**config.mk**
```make
export PLATFORM = sky130hd
export DESIGN_NAME = dmem_bridge
export DESIGN_NICKNAME = d
export VERILOG_FILES = /design/src/rtl/dmem_pkg.sv /design/src/rtl/dmem_store_buf.sv /design/src/rtl/dmem_bridge.sv
export SDC_FILE = /design/constraint.sdc
export NUM_CORES = 1
export LEC_CHECK = 0
export CORE_MARGIN = 2
export CORE_UTILIZATION = 40
export CTS_BUF_LIST = sky130_fd_sc_hd__clkbuf_8 sky130_fd_sc_hd__clkbuf_16
export DETAILED_ROUTE_END_ITERATION = 6
export PLACE_DENSITY = 0.85
export SLEW_MARGIN = 0
export SYNTH_ARGS = -nofsm -noshare
export SYNTH_HDL_FRONTEND = slang
export SYNTH_SLANG_ARGS = --single-unit
export TNS_END_PERCENT = 30
```
**constraint.sdc**
```tcl
create_clock -name clk -period 3.7 [get_ports clk]
set_input_delay 0.74 -clock clk [delete_from_list [all_inputs] [get_ports clk]]
set_output_delay 0.74 -clock clk [all_outputs]
set_load 0.02 [all_outputs]
```
**src/rtl/dmem_pkg.sv**
```systemverilog
// Shared types, constants and helpers for the data-memory bridge and its
// optional posted-write buffer.
package dmem_pkg;

  typedef enum logic [1:0] {
    IDLE = 2'd0,
    REQ  = 2'd1,
    RESP = 2'd2,
    DONE = 2'd3
  } dmem_state_t;

  localparam int DMEM_LANES  = 4;
  localparam int DMEM_MAX_AW = 64;

  // Callers cast their address in and out of the widest supported width.
  function automatic logic [DMEM_MAX_AW-1:0] word_align(input logic [DMEM_MAX_AW-1:0] addr);
    return addr & ~DMEM_MAX_AW'(3);
  endfunction

endpackage

```
**src/rtl/dmem_store_buf.sv**
```systemverilog
// One-entry posted-write buffer: holds a retired store until the memory
// grants its drain request.
module dmem_store_buf
  import dmem_pkg::*;
#(
  parameter int AW = 32,
  parameter int DW = 32
) (
  input  logic                  clk_i,
  input  logic                  rst_i,
  input  logic                  capture_i,
  input  logic [AW-1:0]         addr_i,
  input  logic [DW-1:0]         wdata_i,
  input  logic [DMEM_LANES-1:0] be_i,
  input  logic                  gnt_i,
  output logic                  full_o,
  output logic                  drain_req_o,
  output logic [AW-1:0]         addr_o,
  output logic [DW-1:0]         wdata_o,
  output logic [DMEM_LANES-1:0] be_o
);

  logic                  full_q, full_d;
  logic [AW-1:0]         addr_q, addr_d;
  logic [DW-1:0]         wdata_q, wdata_d;
  logic [DMEM_LANES-1:0] be_q, be_d;

  always_comb begin
    full_d  = full_q;
    addr_d  = addr_q;
    wdata_d = wdata_q;
    be_d    = be_q;
    if (full_q && gnt_i) begin
      full_d = 1'b0;
    end
    if (capture_i) begin
      full_d  = 1'b1;
      addr_d  = addr_i;
      wdata_d = wdata_i;
      be_d    = be_i;
    end
  end

  always_ff @(posedge clk_i or posedge rst_i) begin
    if (rst_i) begin
      full_q  <= 1'b0;
      addr_q  <= '0;
      wdata_q <= '0;
      be_q    <= '0;
    end else begin
      full_q  <= full_d;
      addr_q  <= addr_d;
      wdata_q <= wdata_d;
      be_q    <= be_d;
    end
  end

  assign full_o      = full_q;
  assign drain_req_o = full_q;
  assign addr_o      = addr_q;
  assign wdata_o     = wdata_q;
  assign be_o        = be_q;

endmodule

```
**src/rtl/dmem_bridge.sv**
```systemverilog
// M-stage to data-memory request/grant/response bridge with pipeline stall.
// Define DMEM_BRIDGE_STORE_BUF_EN to add the one-entry posted-write buffer.
module dmem_bridge
  import dmem_pkg::*;
#(
  parameter int AW = 32,
  parameter int DW = 32
) (
  input  logic                  clk,
  input  logic                  reset,
  input  logic                  MemReadM,
  input  logic                  MemWriteM,
  input  logic [AW-1:0]         ALUResultM,
  input  logic [DW-1:0]         WriteDataM,
  input  logic [DMEM_LANES-1:0] byteEnable,
  output logic [DW-1:0]         ReadDataM,
  output logic                  stallMem,
  output logic                  mem_req,
  output logic                  mem_we,
  output logic [AW-1:0]         mem_addr,
  output logic [DW-1:0]         mem_wdata,
  output logic [DMEM_LANES-1:0] mem_be,
  input  logic                  mem_gnt,
  input  logic                  mem_rvalid,
  input  logic [DW-1:0]         mem_rdata
);

  dmem_state_t           state_q, state_d;
  logic                  we_q, we_d;
  logic [AW-1:0]         addr_q, addr_d;
  logic [DW-1:0]         wdata_q, wdata_d;
  logic [DMEM_LANES-1:0] be_q, be_d;
  logic [DW-1:0]         rdata_q, rdata_d;

  logic                  access;
  logic                  issue;
  logic [AW-1:0]         issueAddr;
  logic                  bufFull;
  logic                  bufDrain;
  logic                  bufCapture;
  logic [AW-1:0]         bufAddr;
  logic [DW-1:0]         bufWdata;
  logic [DMEM_LANES-1:0] bufBe;

  assign access    = MemReadM | MemWriteM;
  assign issueAddr = AW'(word_align(DMEM_MAX_AW'(ALUResultM)));

`ifdef DMEM_BRIDGE_STORE_BUF_EN
  logic bufDrainReq;

  // The buffer only ever fills from IDLE and nothing issues while it is full,
  // so its drain owns the bus whenever it is occupied.
  assign bufCapture = (state_q == IDLE) && MemWriteM && !bufFull;
  assign bufDrain   = bufDrainReq && (state_q == IDLE);

  dmem_store_buf #(
    .AW(AW),
    .DW(DW)
  ) u_store_buf (
    .clk_i      (clk),
    .rst_i      (reset),
    .capture_i  (bufCapture),
    .addr_i     (issueAddr),
    .wdata_i    (WriteDataM),
    .be_i       (byteEnable),
    .gnt_i      (bufDrain && mem_gnt),
    .full_o     (bufFull),
    .drain_req_o(bufDrainReq),
    .addr_o     (bufAddr),
    .wdata_o    (bufWdata),
    .be_o       (bufBe)
  );
`else
  assign bufCapture = 1'b0;
  assign bufFull    = 1'b0;
  assign bufDrain   = 1'b0;
  assign bufAddr    = '0;
  assign bufWdata   = '0;
  assign bufBe      = '0;
`endif

  assign issue = (state_q == IDLE) && access && !bufFull && !bufCapture;

  always_ff @(posedge clk or posedge reset) begin
    if (reset) begin
      state_q <= IDLE;
      we_q    <= 1'b0;
      addr_q  <= '0;
      wdata_q <= '0;
      be_q    <= '0;
      rdata_q <= '0;
    end else begin
      state_q <= state_d;
      we_q    <= we_d;
      addr_q  <= addr_d;
      wdata_q <= wdata_d;
      be_q    <= be_d;
      rdata_q <= rdata_d;
    end
  end

  // Request fields are latched at issue so REQ replays them unchanged.
  always_comb begin
    state_d = state_q;
    we_d    = we_q;
    addr_d  = addr_q;
    wdata_d = wdata_q;
    be_d    = be_q;
    rdata_d = rdata_q;
    case (state_q)
      IDLE: begin
        if (issue) begin
          we_d    = MemWriteM;
          addr_d  = issueAddr;
          wdata_d = WriteDataM;
          be_d    = byteEnable;
          if (mem_gnt) begin
            state_d = MemWriteM ? DONE : RESP;
          end else begin
            state_d = REQ;
          end
        end
      end
      REQ: begin
        if (mem_gnt) begin
          state_d = we_q ? DONE : RESP;
        end
      end
      RESP: begin
        if (mem_rvalid) begin
          rdata_d = mem_rdata;
          state_d = DONE;
        end
      end
      DONE: begin
        state_d = IDLE;
      end
      default: begin
        state_d = IDLE;
      end
    endcase
  end

  always_comb begin
    stallMem  = access && (state_q != DONE) && !bufCapture;
    mem_req   = 1'b0;
    mem_we    = 1'b0;
    mem_addr  = '0;
    mem_wdata = '0;
    mem_be    = '0;
    case (state_q)
      IDLE: begin
        if (bufDrain) begin
          mem_req   = 1'b1;
          mem_we    = 1'b1;
          mem_addr  = bufAddr;
          mem_wdata = bufWdata;
          mem_be    = bufBe;
        end else if (issue) begin
          mem_req   = 1'b1;
          mem_we    = MemWriteM;
          mem_addr  = issueAddr;
          mem_wdata = WriteDataM;
          mem_be    = byteEnable;
        end
      end
      REQ: begin
        mem_req   = 1'b1;
        mem_we    = we_q;
        mem_addr  = addr_q;
        mem_wdata = wdata_q;
        mem_be    = be_q;
      end
      default: begin
        mem_req = 1'b0;
      end
    endcase
  end

  assign ReadDataM = rdata_q;

endmodule
```
==> metrics <==
final worst-path cycle share=about 95%; Top Family by Delay on Critical Path=buffers and inverters; Initial Util=between 40% and 50%; vias per inst=5.13; PostCTS Resize Cnt=0; Hold WC Path Type=flip-flop to flip-flop; worst slew pin tran=0.563 ns; post-DP HPWL=just over 8000 um; crit-path max cell delay=0.62 ns; cts hold-fix bufs=0; I/O pin count=approximately 210; routability-driven placement congestion ratio=0.823; crit path from=MemWriteM; most common cell in the netlist=dfrtp_1; Ys Warns=0; Synth area leader=dfrtp_1; final net count=633; kind of critical path=input pin to primary output; crit-path cells=clkdlybuf4s50_1 > nor2_2 > nor2b_4 > buf_12 > buf_4 > a22o_1 > clkdlybuf4s50_1; Slowest-stage cell, CP=clkdlybuf4s50_1; Max-slew headroom=between 60% and 70%; CP most frequent cell=clkdlybuf4s50_1; min-delay src=ReadDataM[0]; Final Critical Period=roughly 3.5 ns; number of buffers and inverters on the critical path=4; router iterations before antenna repair=4; worst-skew pair later-pin latency=~0.33 ns; fin util=62.8%; Synth cell types=23; Reg clk slew, reported paths=0.07 ns; Max Slew Vio Count=0; final hold violations=0; die span in y=approximately 110 um; CTS Sinks=~100; CP Capture Type=primary output; Die Area=roughly 0.012 mm2; CORE AREA=0.0113 mm2; setup violators final=0; Die W=around 110 um; max capacitance violation total=0; row cnt=39; wire per inst=about 16 um; Post-synth EDFFs=0; clk_skew=roughly 0.0075 ns; initial antenna violation count=0; Pleak=2.93 nW; first-pass GRT wire length=17,900 um; clock buffer count from CTS=9; Synth top area share=55.0%; GRT Overall Usage=17.5%; drt total wl=11,000 um; Max IR drop VDD=between 400 and 500 uV; via count=between 3,000 and 4,000; placed cell area=0.00681 mm2; GRT Residual Overflow=0; CP required=roughly 3.0 ns; most common library cells after synthesis=dfrtp_1, mux2_2, a22o_1; proportion of layout cells with a drive suffix above 1=approximately 25%; drt drc=0; clk buf depth=2; RSZ-0062 raised after global routing=no; dominant cells by area after synthesis=dfrtp_1, mux2_2, a22o_1; Yosys reg bits=between 100 and 150; status=completed; vias in the first global route=around 3,700; ANT cells=0; Synth Area per Inst=around 14 um2; fillers=888; Port Buffers=204; Mapped Cells=approximately 320; worst setup margin=0.198 ns; Area growth syn-to-layout=54.8%; PwrDens=907 mW/mm2; register area=roughly 0.0025 mm2; startpoint types=input pin; Detail Route Antenna Nets=0; DR iter-0 viols=around 160; post-CTS setup buffer count=0; mapped cell area=~0.0046 mm2; htree depth=3; post-synthesis sequential area ratio=55.0%; crit path DAT=approximately 2.8 ns; CTS root buf=clkbuf_16; largest net degree at the start of global routing=57; crit-path max FO=21; Max Freq=286 MHz; pre-CTS setup slack=0.216 ns; area of the multi-input gates=about 0.0019 mm2; Total Neg Setup Slack=0 ns; RR Startpoint=state_q[1]; Final Cell Area=0.00711 mm2; ys async rst share=between 90% and 100%; WHS=a little over 0.5 ns; CTS tree=yes; Top FF cell, synth=dfrtp_1
## power breakdown
group	switching (mW)	leakage, nW	internal, mW
Clock	0.417	0.147	0.533
Combinational	1.57	1.59	1.95
Sequential	0.298	1.19	1.68
## registers in the layout, indices dropped and copies added (netlist names)
| name | count |
|---|---|
| addr_q | 30 |
| wdata_q | 32 |
| be_q | 4 |
| we_q | 1 |
| state_q | 2 |
| ReadDataM | 32 |
## path summary, 6_finish.rpt
check	endpoint	slack, ns	cells after the start
max in group asynchronous	wdata_q[9]	2.16	3
setup reg to reg	addr_q[10]	1.59	7
setup / recovery	mem_addr[11]	0.20	7
min in group asynchronous	ReadDataM[12]	0.82	2
hold / removal	ReadDataM[0]	0.51	1
hold reg to reg	ReadDataM[0]	0.51	1
## metal layers
layer  up-vias  GRT usage, %  share of wire (%)
met5         -             0                  0
met4         0          5.02                1.2
met3        12          5.25                7.2
met2       127          31.9                 52
met1      1697          19.9                 40
li1       1605             -                  -
## metrics by stage
step	total power, mW	instances
after floorplan	4.08	323
after global placement	5.43	655
after detailed placement	5.56	655
after CTS	6.54	671
after global routing	6.82	671
final	6.45	671
## cells by family after synthesis
logic type / after synthesis / share of synthesized area (%)
compound gates: 74 / 13.9
fa+ha+maj: 4 / 1.09
buf+inv: 33 / 4.17
flops: 101 / 55.0
mux: 99 / 24.5
other cells: 1 / 0.0816
simple gates: 10 / 1.20
## cell type report
cell class / count / area share, %
Clock buffer: 9 / 3.17
Sequential cell: 101 / 35.5
Multi-Input combinational cell: 189 / 26.6
Timing Repair Buffer: 218 / 30.9
Inverter: 4 / 0.246
Clock inverter: 7 / 1.09
Tap cell: 143 / 2.52
## placed cells by master, fill, tap and decap left out, types with 2 or more instances in the layout
cell type,n
dfrtp_1,101
nand2_1,2
inv_6,4
conb_1,2
buf_12,4
a22o_1,68
inv_1,3
ha_1,3
nor2b_1,2
buf_4,10
clkdlybuf4s50_1,204
mux2_4,3
mux2_2,96
a211oi_1,3
clkbuf_16,9
(Power assumes the default switching activity.)
